<file path="config.mk">
export PLATFORM = sky130hd
export DESIGN_NAME = plot_arbiter_flat
export DESIGN_NICKNAME = d
export VERILOG_FILES = /design/src/rtl/plot_arbiter_if.sv /design/src/rtl/plot_arbiter.sv /design/src/flat_wrapper.sv
export SDC_FILE = /design/constraint.sdc
export NUM_CORES = 1
export LEC_CHECK = 0
export BUFFER_PORTS_ARGS = -buffer_cell sky130_fd_sc_hd__buf_4
export CAP_MARGIN = 10
export CORE_ASPECT_RATIO = 0.6
export CORE_MARGIN = 2
export CORE_UTILIZATION = 37
export DETAILED_ROUTE_END_ITERATION = 10
export GPL_TIMING_DRIVEN = 1
export PLACE_DENSITY = 0.74
export SLEW_MARGIN = 15
export SYNTH_ARGS = -nofsm -noshare
export SYNTH_HDL_FRONTEND = slang
export SYNTH_SLANG_ARGS = --single-unit
</file>
<file path="constraint.sdc">
create_clock -name CLOCK_50 -period 9.3 [get_ports CLOCK_50]
set_clock_uncertainty 0.05 [all_clocks]
set_input_delay 1.395 -clock CLOCK_50 [delete_from_list [all_inputs] [get_ports CLOCK_50]]
set_output_delay 1.395 -clock CLOCK_50 [all_outputs]
set_load 0.02 [all_outputs]
</file>
<file path="src/rtl/plot_arbiter_if.sv">
// Requester bus for plot_arbiter: packed per-requester pixel fields plus the
// one-hot ack that the arbiter returns combinationally.
interface plot_arbiter_if #(
  parameter int NREQ = 6
);
  logic [NREQ-1:0]   req;
  logic [8*NREQ-1:0] req_x;
  logic [7*NREQ-1:0] req_y;
  logic [3*NREQ-1:0] req_colour;
  logic [NREQ-1:0]   ack;

  // pixel writers drive requests and watch ack
  modport master (output req, req_x, req_y, req_colour, input ack);
  // arbiter consumes requests and issues ack
  modport slave  (input req, req_x, req_y, req_colour, output ack);
endinterface

</file>
<file path="src/rtl/plot_arbiter.sv">
// plot_arbiter: shares the single vga_adapter plot port among NREQ pixel
// writers with a round-robin, one-pixel-per-clock grant. The granted pixel is
// registered onto x/y/colour/plot.
// Optional build macro PLOT_CLEAR_EN adds a full-screen clear sweep
// (CLEAR state, sweep counters, colour latch). Without it the block is a pure
// arbiter and the clear ports are inert (busy/done tied low).
module plot_arbiter #(
  parameter int NREQ  = 6,
  parameter int X_MAX = 159,
  parameter int Y_MAX = 119
) (
  input  logic          CLOCK_50,
  input  logic          resetn,
  plot_arbiter_if.slave bus,
  input  logic          clear_start,
  input  logic [2:0]    clear_colour,
  output logic          clear_busy,
  output logic          clear_done,
  output logic [7:0]    x,
  output logic [6:0]    y,
  output logic [2:0]    colour,
  output logic          plot
);
  localparam int            PW   = (NREQ > 1) ? $clog2(NREQ) : 1;
  localparam logic [PW-1:0] LAST = PW'(NREQ - 1);

  logic [PW-1:0]   rr_ptr;
  logic [PW-1:0]   gnt_idx;
  logic [PW-1:0]   rr_next;
  logic            gnt_any;
  logic            arb_en;
  logic [NREQ-1:0] gnt_oh;

  // sweep datapath seen by the output register (constant when clear is absent)
  logic            sweep_px;
  logic [7:0]      sx;
  logic [6:0]      sy;
  logic [2:0]      clr_col;

  // Rotating-priority search: first requester at or after rr_ptr, wrapping.
  always_comb begin
    int idx;
    idx     = 0;
    gnt_any = 1'b0;
    gnt_idx = '0;
    for (int k = 0; k < NREQ; k++) begin
      idx = int'(rr_ptr) + k;
      if (idx >= NREQ) idx = idx - NREQ;
      if (!gnt_any && bus.req[idx]) begin
        gnt_any = 1'b1;
        gnt_idx = PW'(idx);
      end
    end
  end

  // One-hot grant; suppressed in reset, during clear and on the clear_start cycle.
  always_comb begin
    gnt_oh = '0;
    if (gnt_any) gnt_oh[gnt_idx] = 1'b1;
    bus.ack = arb_en ? gnt_oh : '0;
  end

  // Explicit wrap rather than relying on pointer overflow (NREQ need not be 2^n).
  assign rr_next = (gnt_idx == LAST) ? '0 : gnt_idx + PW'(1);

`ifdef PLOT_CLEAR_EN
  localparam logic [7:0] SX_LAST = 8'(X_MAX);
  localparam logic [6:0] SY_LAST = 7'(Y_MAX);

  typedef enum logic {ARB, CLEAR} state_t;
  state_t state, state_nx;
  logic   sweep_end;  // last pixel already issued; one more CLEAR cycle to finish

  // State register.
  always_ff @(posedge CLOCK_50) begin
    if (!resetn) state <= ARB;
    else         state <= state_nx;
  end

  // Next-state: clear_start only counts in ARB; CLEAR exits one cycle after
  // the last pixel so clear_done and the first post-clear ack line up.
  always_comb begin
    state_nx = state;
    case (state)
      ARB:     if (clear_start) state_nx = CLEAR;
      CLEAR:   if (sweep_end)   state_nx = ARB;
      default: state_nx = ARB;
    endcase
  end

  assign arb_en     = resetn && (state == ARB) && !clear_start;
  assign clear_busy = (state == CLEAR);
  assign sweep_px   = (state == CLEAR) && !sweep_end;

  // Sweep counters, colour latch and done pulse.
  always_ff @(posedge CLOCK_50) begin
    if (!resetn) begin
      sx         <= '0;
      sy         <= '0;
      clr_col    <= '0;
      sweep_end  <= 1'b0;
      clear_done <= 1'b0;
    end else begin
      clear_done <= 1'b0;
      if (state == ARB && clear_start) begin
        sx        <= '0;
        sy        <= '0;
        clr_col   <= clear_colour;
        sweep_end <= 1'b0;
      end else if (state == CLEAR) begin
        if (sweep_end) begin
          clear_done <= 1'b1;
        end else if (sx == SX_LAST) begin
          sx <= '0;
          if (sy == SY_LAST) sweep_end <= 1'b1;
          else               sy <= sy + 7'd1;
        end else begin
          sx <= sx + 8'd1;
        end
      end
    end
  end
`else
  assign arb_en     = resetn;
  assign clear_busy = 1'b0;
  assign clear_done = 1'b0;
  assign sweep_px   = 1'b0;
  assign sx         = '0;
  assign sy         = '0;
  assign clr_col    = '0;
  wire unused_clear = &{1'b0, clear_start, clear_colour};
`endif

  // Plot port register: sweep pixel, else granted pixel, else idle (hold data).
  always_ff @(posedge CLOCK_50) begin
    if (!resetn) begin
      x      <= '0;
      y      <= '0;
      colour <= '0;
      plot   <= 1'b0;
      rr_ptr <= '0;
    end else if (sweep_px) begin
      x      <= sx;
      y      <= sy;
      colour <= clr_col;
      plot   <= 1'b1;
    end else if (arb_en && gnt_any) begin
      x      <= bus.req_x[8*gnt_idx +: 8];
      y      <= bus.req_y[7*gnt_idx +: 7];
      colour <= bus.req_colour[3*gnt_idx +: 3];
      plot   <= 1'b1;
      rr_ptr <= rr_next;
    end else begin
      plot   <= 1'b0;
    end
  end
endmodule

</file>
<file path="src/flat_wrapper.sv">
// flat-port wrapper written by rule: the top's interface ports become plain ports
module plot_arbiter_flat 
#(
  parameter int NREQ  = 6,
  parameter int X_MAX = 159,
  parameter int Y_MAX = 119
)
  (CLOCK_50, resetn, clear_start, clear_colour, clear_busy, clear_done, x, y, colour, plot, bus_req, bus_req_x, bus_req_y, bus_req_colour, bus_ack);
  plot_arbiter_if #(.NREQ(NREQ)) bus_i ();
  input  logic CLOCK_50;
  input  logic resetn;
  input  logic clear_start;
  input  logic [2:0] clear_colour;
  output logic clear_busy;
  output logic clear_done;
  output logic [7:0] x;
  output logic [6:0] y;
  output logic [2:0] colour;
  output logic plot;
  input wire logic [$bits(bus_i.req)-1:0] bus_req;
  input wire logic [$bits(bus_i.req_x)-1:0] bus_req_x;
  input wire logic [$bits(bus_i.req_y)-1:0] bus_req_y;
  input wire logic [$bits(bus_i.req_colour)-1:0] bus_req_colour;
  output wire logic [$bits(bus_i.ack)-1:0] bus_ack;
  assign bus_i.req = bus_req;
  assign bus_i.req_x = bus_req_x;
  assign bus_i.req_y = bus_req_y;
  assign bus_i.req_colour = bus_req_colour;
  assign bus_ack = bus_i.ack;
  plot_arbiter #(.NREQ(NREQ), .X_MAX(X_MAX), .Y_MAX(Y_MAX)) u_core (.CLOCK_50(CLOCK_50), .resetn(resetn), .bus(bus_i), .clear_start(clear_start), .clear_colour(clear_colour), .clear_busy(clear_busy), .clear_done(clear_done), .x(x), .y(y), .colour(colour), .plot(plot));
endmodule
</file>
==> results.txt, run 1 <==
The DRC violation count after routing is 0. The worst slew slack as a fraction of its limit is 29.0%. In this run, distinct cell masters in the synthesized netlist total 65. The signal on the critical path passes through inv_1, ha_1, ha_1, o2bb2ai_2, a2111oi_4, a31oi_2, or2_1, a31o_2, buf_4, and2_1, and3_1, buf_4. For this run, the leading register cell type out of synthesis is sky130_fd_sc_hd__dfxtp_1. The library cell contributing the largest single delay on the critical path is sky130_fd_sc_hd__dfxtp_1. By area the synthesized netlist is led by sky130_fd_sc_hd__dfxtp_1, sky130_fd_sc_hd__and3_1, sky130_fd_sc_hd__a21boi_0.

The detailed placement HPWL came out at 7.62 mm. The die is 122 um wide. The number of clock sinks is 22. Static timing analysis puts the maximum clock frequency at 155 MHz. The detailed router finished its first iteration with 272 violations.

The number of synthesized register bits came out at 22. The aggregate global-route resource usage is 21.3%. The total grt overflow is 0. Across the whole layout, storage elements account for 440 sq um. The worst setup path is captured at an output pin. The global-route wire length before repair is 15.5 mm.

At the worst endpoint, the required time is 7.86 ns. The maximum number of pins on one net before global-route repair came out at 111. The arrival time reported for the critical path endpoint is 5.02 ns.

The remaining number of nets flagged by the antenna check after routing is 0. The area inside the core boundary is 8010 sq um. For this block, wires on met1 add up to 4.74 mm.

The number of buffers inserted by port buffering is 140. The max-slew violation count is 0. The post-cts resize count came out at 0. The total wirelength of the detailed-routed design is 10.6 mm. The clock latency on the worst-skew pair came out at 0.26 ns. The count of warnings emitted by yosys came out at 0. The met2 wire length came out at 4.79 mm. The count of final hold-check violations is 0. The power per cell area came out at 467 nW/um^2. The leakage power figure came out at 1.92 nW.

The cell family contributing the most delay on the critical path is adder cells. The largest stage delay on the critical path came out at 1.02 ns. The highest layer touched by signal routing is met4.

The area used by multi-input combinational logic is 2380 sq um. In this run the clock root is driven by a sky130_fd_sc_hd__clkbuf_16. The number of inserted diodes came out at 0. Buffers inserted during clock tree synthesis total 3. The peak supply drop is 0.465 mV. The clock tree buffer depth is 2. The top-area cell type share of the netlist area is 14.2%. The final design utilization came out at 52.2%. The average instance in the mapped netlist occupies 7.59 sq um. The number of fill cells in the layout came out at 771. The mean routed wirelength per cell is 17.0 um. The initial antenna violation count is 0. The top cell types in the final layout, fill and taps aside, are sky130_fd_sc_hd__buf_4, sky130_fd_sc_hd__and3_1, sky130_fd_sc_hd__o21ai_1, sky130_fd_sc_hd__a21boi_0. The floorplan step defined a die boundary enclosing 9140 sq um.

The routed layout has 3,576 vias. Buffers added to address setup during post-CTS repair amount to 0. For this design the top-level I/O count stands at 147. The final net count is 646.

The number of levels in the clock H-tree came out at 1. In this run the core area contains 25 standard-cell rows. The kind of start point of the critical path is a flop.

The number of hold-repair buffers added at the cts stage came out at 0. Of all cell types, the one taking the most synthesized area is sky130_fd_sc_hd__dfxtp_1. The area growth from synthesis to final layout is 35.0%. The number of global-route vias before repair is 3,090. The wire length on met3 came out at 850 um. The share of synthesized area occupied by flip-flops and latches is 14.2%.

The type of the worst setup path is flop to output pin. The reported net switching power came out at 0.00108 W. The TritonCTS clock tree is built. The length of the first detailed-routing pass in iterations is 4. The worst hold path belongs to the class flop to flop. Counting both buffers and inverters, the worst setup path holds a total of 3. The max-capacitance violation count is 0. In this run switching power makes up 55.6% of total power. The maximum net fanout on the critical path is 110. The proportion of register bits with asynchronous set or reset after synthesis came out at 0%. The setup violation total in the final timing report is 0. The final critical path time including I/O delays and setup came out at 6.46 ns. In the finished design, the share of the clock period the worst path needs comes to 69.5%. The die height came out at 74.9 um. The share of layout cells above drive strength 1 is 33.8%. The internal power component came out at 0.000867 W. Setup repair after global routing left no endpoint under its margin. The most common library cell in the layout ignoring fill and taps is sky130_fd_sc_hd__buf_4. Synthesis produced a netlist whose cell count is 408. The flow ran to the end, and the final reports show no timing, DRC or antenna violations. The combinational group share of total power is 84.2%. The clock input transition at the sequential cells of the worst setup and hold paths came out at 0.07 ns. The clock group share of total power is 6.4%. The mapped netlist covers 3100 sq um. For the pin with the worst max-slew slack, the measured transition is 1.06 ns. Dividing the detail-routed via count by the number of cells gives 5.77. The number of flops mapped to enable cells by yosys came out at 0. Per report_power, the sequential group accounts for 9.4% of the total.

The initial cell density of the core is 38.7%. The setup TNS after final layout came out at 0 ns. The final weighted congestion in routability-driven placement came out at 0.920.
-- power by group through the flow --
stage,clock (W),combinational [W],sequential (W)
3_5_place_dp,0,0.00162,0.000184
3_3_place_gp,0,0.00157,0.000182
2_1_floorplan,0,0.00130,0.000194
6_report,0.000125,0.00164,0.000184
5_1_grt,0.000130,0.00182,0.000188
4_1_cts,0.000126,0.00162,0.000183
-- tightest hold or removal path, cell delays in order, from the launching register on --
cell	delay (ns)
sky130_fd_sc_hd__dfxtp_1	0.31
sky130_fd_sc_hd__o21ai_0	0.15
sky130_fd_sc_hd__a41oi_1	0.05
-- metrics by stage --
stage	hold WS, ns	cell area, sq um	setup slack [ns]	std cells	power (W)
floorplan	0.560	3100	4.50	409	0.00149
global placement	0.483	4080	3.42	616	0.00175
detailed placement	0.487	4080	3.21	616	0.00180
CTS	0.499	4180	2.92	620	0.00193
global route	0.539	4180	2.47	620	0.00213
finish	0.502	4180	2.84	620	0.00195
-- sequential cells by signal (all words and copies together) (netlist names) --
signal,flops
u_core.plot,1
u_core.rr_ptr,3
u_core.x,8
u_core.colour,3
u_core.y,7
-- cells in the mapped netlist (2+ instances only) --
cell,instances
sky130_fd_sc_hd__o21ai_0,22
sky130_fd_sc_hd__a2bb2oi_2,2
sky130_fd_sc_hd__mux2_2,2
sky130_fd_sc_hd__a211oi_1,2
sky130_fd_sc_hd__mux2i_1,6
sky130_fd_sc_hd__nor2_1,6
sky130_fd_sc_hd__o211a_1,2
sky130_fd_sc_hd__a21oi_1,4
sky130_fd_sc_hd__o21ai_1,59
sky130_fd_sc_hd__a31oi_1,4
sky130_fd_sc_hd__ha_1,13
sky130_fd_sc_hd__a32oi_1,2
sky130_fd_sc_hd__a2111oi_4,2
sky130_fd_sc_hd__a21o_1,4
sky130_fd_sc_hd__o2111ai_1,2
sky130_fd_sc_hd__inv_1,7
sky130_fd_sc_hd__nand3_1,7
sky130_fd_sc_hd__a41oi_1,17
sky130_fd_sc_hd__buf_6,5
sky130_fd_sc_hd__buf_2,17
sky130_fd_sc_hd__a21boi_1,12
sky130_fd_sc_hd__nand2b_1,2
sky130_fd_sc_hd__nor3_2,2
sky130_fd_sc_hd__nand4_1,4
sky130_fd_sc_hd__clkbuf_1,18
sky130_fd_sc_hd__and2_1,4
sky130_fd_sc_hd__inv_2,2
sky130_fd_sc_hd__buf_4,6
sky130_fd_sc_hd__nand2_1,14
sky130_fd_sc_hd__dfxtp_1,22
sky130_fd_sc_hd__a21boi_0,42
sky130_fd_sc_hd__and3_1,62
-- path summary, 6_finish.rpt --
path | start | endpoint | slack [ns] | depth (start not counted)
setup reg to reg | u_core.rr_ptr[0] | u_core.x[7] | 4.42 | 12
hold reg to reg | u_core.y[0] | u_core.y[0] | 0.50 | 2
setup / recovery | u_core.rr_ptr[0] | bus_ack[2] | 2.84 | 12
hold / removal | u_core.y[0] | u_core.y[0] | 0.50 | 2
-- final cells by class --
cell class                 count  area share (%)
timing repair buffer         145            26.0
clock buffer                   3            1.80
clock inverter                 1           0.718
inverter                       9           0.808
multi-input combinational    332            56.9
tap                          108            3.23
sequential                    22            10.5
-- kinds of logic after synthesis --
logic type	Yosys count	share of synthesized area (%)
flops	22	14.2
simple gates	108	20.3
other cells	1	0.121
xor+xnor	4	2.34
mux	10	3.52
buf+inv	55	9.29
compound gates	195	45.0
fa+ha+maj	13	5.25
-- layer usage --
layer / GRT usage (%) / vias up
met5: 0 / -
met4: 5.24 / 0
met3: 4.70 / 12
met2: 33.4 / 133
met1: 29.9 / 1673
li1: - / 1758
(Power assumes the default switching activity.)
==> run 2: changes to the inputs <==
Clock period 9.3 ns to 6.3 ns, I/O delays scaled along.
==> results.txt, run 2 (synthesis gave the netlist of run 1 again) <==
In the final layout, the registers with the most flip-flops are u_core.x x8, u_core.y x7. The worst setup path is launched from a flop. The leakage power figure is 1.92 nW. The number of levels in the clock H-tree came out at 1.

The final critical path takes up 90.9% of the cycle. The flip-flop count of the largest register, all copies and words added came out at 8. The total instance count after detailed placement came out at 617.

The area inside the core boundary is 8010 sq um. The path class of the tightest hold or removal check is flop to flop. The total clock buffers created by CTS came out at 3.

The final net count came out at 647. The area growth from synthesis to final layout came out at 35.2%. The final weighted congestion in routability-driven placement came out at 0.860. In the final timing run, aggregate negative setup slack is 0 ns.

The count of final hold-check violations is 0. The repair_antennas step left the layout with diodes totalling 0. The average vias per placed instance is 5.72.

The tightest hold path in the finished design has a slack of 0.497 ns. The count of buffers added by post-CTS timing repair for setup came out at 0. Broken down by cell family, the worst path's largest delay share belongs to buffers and inverters.

The DRC violation count after routing came out at 0. In this run the remaining antenna-violating nets after routing total 0. The clock latency on the worst-skew pair is 0.26 ns. The root buffer cell chosen for the clock tree is sky130_fd_sc_hd__clkbuf_16. The maximum number of pins on one net before global-route repair is 103. The largest stage delay on the critical path is 0.78 ns. STA classifies the critical path endpoint as an output pin.

The standard-cell row count is 25. Setup repair after global routing left no endpoint under its margin. The die covers 9140 sq um.

The detailed router finished its first iteration with 266 violations. The max-capacitance violation count came out at 0. The arrival time reported for the critical path endpoint came out at 4.73 ns. The worst path buffer plus inverter count is 4. The total wirelength of the detailed-routed design came out at 10.3 mm. The max-slew violation count is 0. The run finished with clean final reports.

The overall via count from detail_route came out at 3,550. Of all nets on the critical path, the largest fanout is 102. The detailed placement HPWL is 7.50 mm. The number of hold-repair buffers added at the cts stage came out at 0.

The number of clock sinks came out at 22. Cells with a size suffix above 1 make up 33.9% of the layout. The horizontal die dimension is 122 um. At the worst endpoint, the required time is 5.30 ns. The peak supply drop is 0.336 mV. Port buffering added 140 buffers. Leaving out fill and tap cells, the most frequent cell in the layout is sky130_fd_sc_hd__buf_4.

The power per cell area is 683 nW/um^2. The initial antenna violation count came out at 0. Clock-pin slew was measured on the worst setup and hold paths at 0.06 ns. The number of non-filler instances in the completed layout came out at 621. The worst slew slack as a fraction of its limit came out at 46.6%. In the layout the commonest cells are sky130_fd_sc_hd__buf_4, sky130_fd_sc_hd__and3_1, sky130_fd_sc_hd__o21ai_1, sky130_fd_sc_hd__a21boi_0. The die height came out at 74.9 um.

The length of the first detailed-routing pass in iterations came out at 4. The mean routed wirelength per cell came out at 16.6 um. The total grt overflow is 0. The clock period could shrink to 5.73 ns. The critical path is of the flop to output pin type.

u_core.x holds more flip-flops than any other register. The longest clock path from root to sink contains 2 buffers. The pin slew with the least headroom to its limit came out at 0.800 ns. The number of global-route vias before repair is 2,922. The initial cell density of the core came out at 38.7%.

The library cell contributing the largest single delay on the critical path is sky130_fd_sc_hd__ha_1. TritonCTS built the clock tree. The post-cts resize count came out at 0. The aggregate global-route resource usage came out at 20.3%.

The setup violation total in the final timing report came out at 0. The number of primary I/O pins came out at 147. The final design utilization is 52.3%. The signal on the critical path passes through inv_1, ha_1, inv_1, ha_1, a31oi_1, a211oi_1, a21o_1, o21ai_1, nand3_2, buf_4, nand2_1, and3_1, buf_4.

The global-route wire length before repair came out at 14.9 mm. The fmax is 175 MHz.
run 2: cell types whose count changed in the layout (fill, tap and decap cells not counted):
cell and change:
sky130_fd_sc_hd__buf_4 +1
run 2: through the flow:
| step | setup WS [ns] | total power [W] | instance area (sq um) |
|---|---|---|---|
| after floorplan | 1.95 | 0.00220 | 3100 |
| after global placement | 1.14 | 0.00259 | 4080 |
| after detailed placement | 0.947 | 0.00264 | 4080 |
| after CTS | 0.655 | 0.00283 | 4190 |
| after global routing | 0.198 | 0.00313 | 4190 |
| final | 0.570 | 0.00286 | 4190 |
run 2: worst paths after layout:
path                                       start  slack (ns)  cells after the start           to
worst max-delay path            u_core.rr_ptr[1]        0.57                     13   bus_ack[3]
worst min-delay path                 u_core.x[1]        0.50                      2  u_core.x[1]
worst max register to register  u_core.rr_ptr[1]        1.46                     13  u_core.y[4]
worst min register to register       u_core.x[1]        0.50                      2  u_core.x[1]
run 2: layout make-up:
class	instances	area (sq um)
fill	758	3820
multi-input combinational	332	2380
timing repair buffer	146	1100
sequential	22	440
tap	108	135
clock buffer	3	75.1
inverter	9	33.8
clock inverter	1	30.0
run 2: tightest hold or removal path, cell delays in order (launching register included):
cell and delay (ns):
sky130_fd_sc_hd__dfxtp_1 0.31, sky130_fd_sc_hd__o21ai_0 0.15, sky130_fd_sc_hd__a41oi_1 0.05
run 2: report_power, final:
group / switching (W) / internal (W) / total [W]
Sequential: 0.0000437 / 0.000205 / 0.000249
Clock: 0.0000544 / 0.000126 / 0.000181
Combinational: 0.00148 / 0.000949 / 0.00243
run 2: layer usage:
layer	routed length (um)	vias up	global-route usage, %
li1	-	1754	-
met1	4840	1645	30.2
met2	4500	139	30.7
met3	815	12	4.32
met4	134	0	3.07
met5	0	-	0
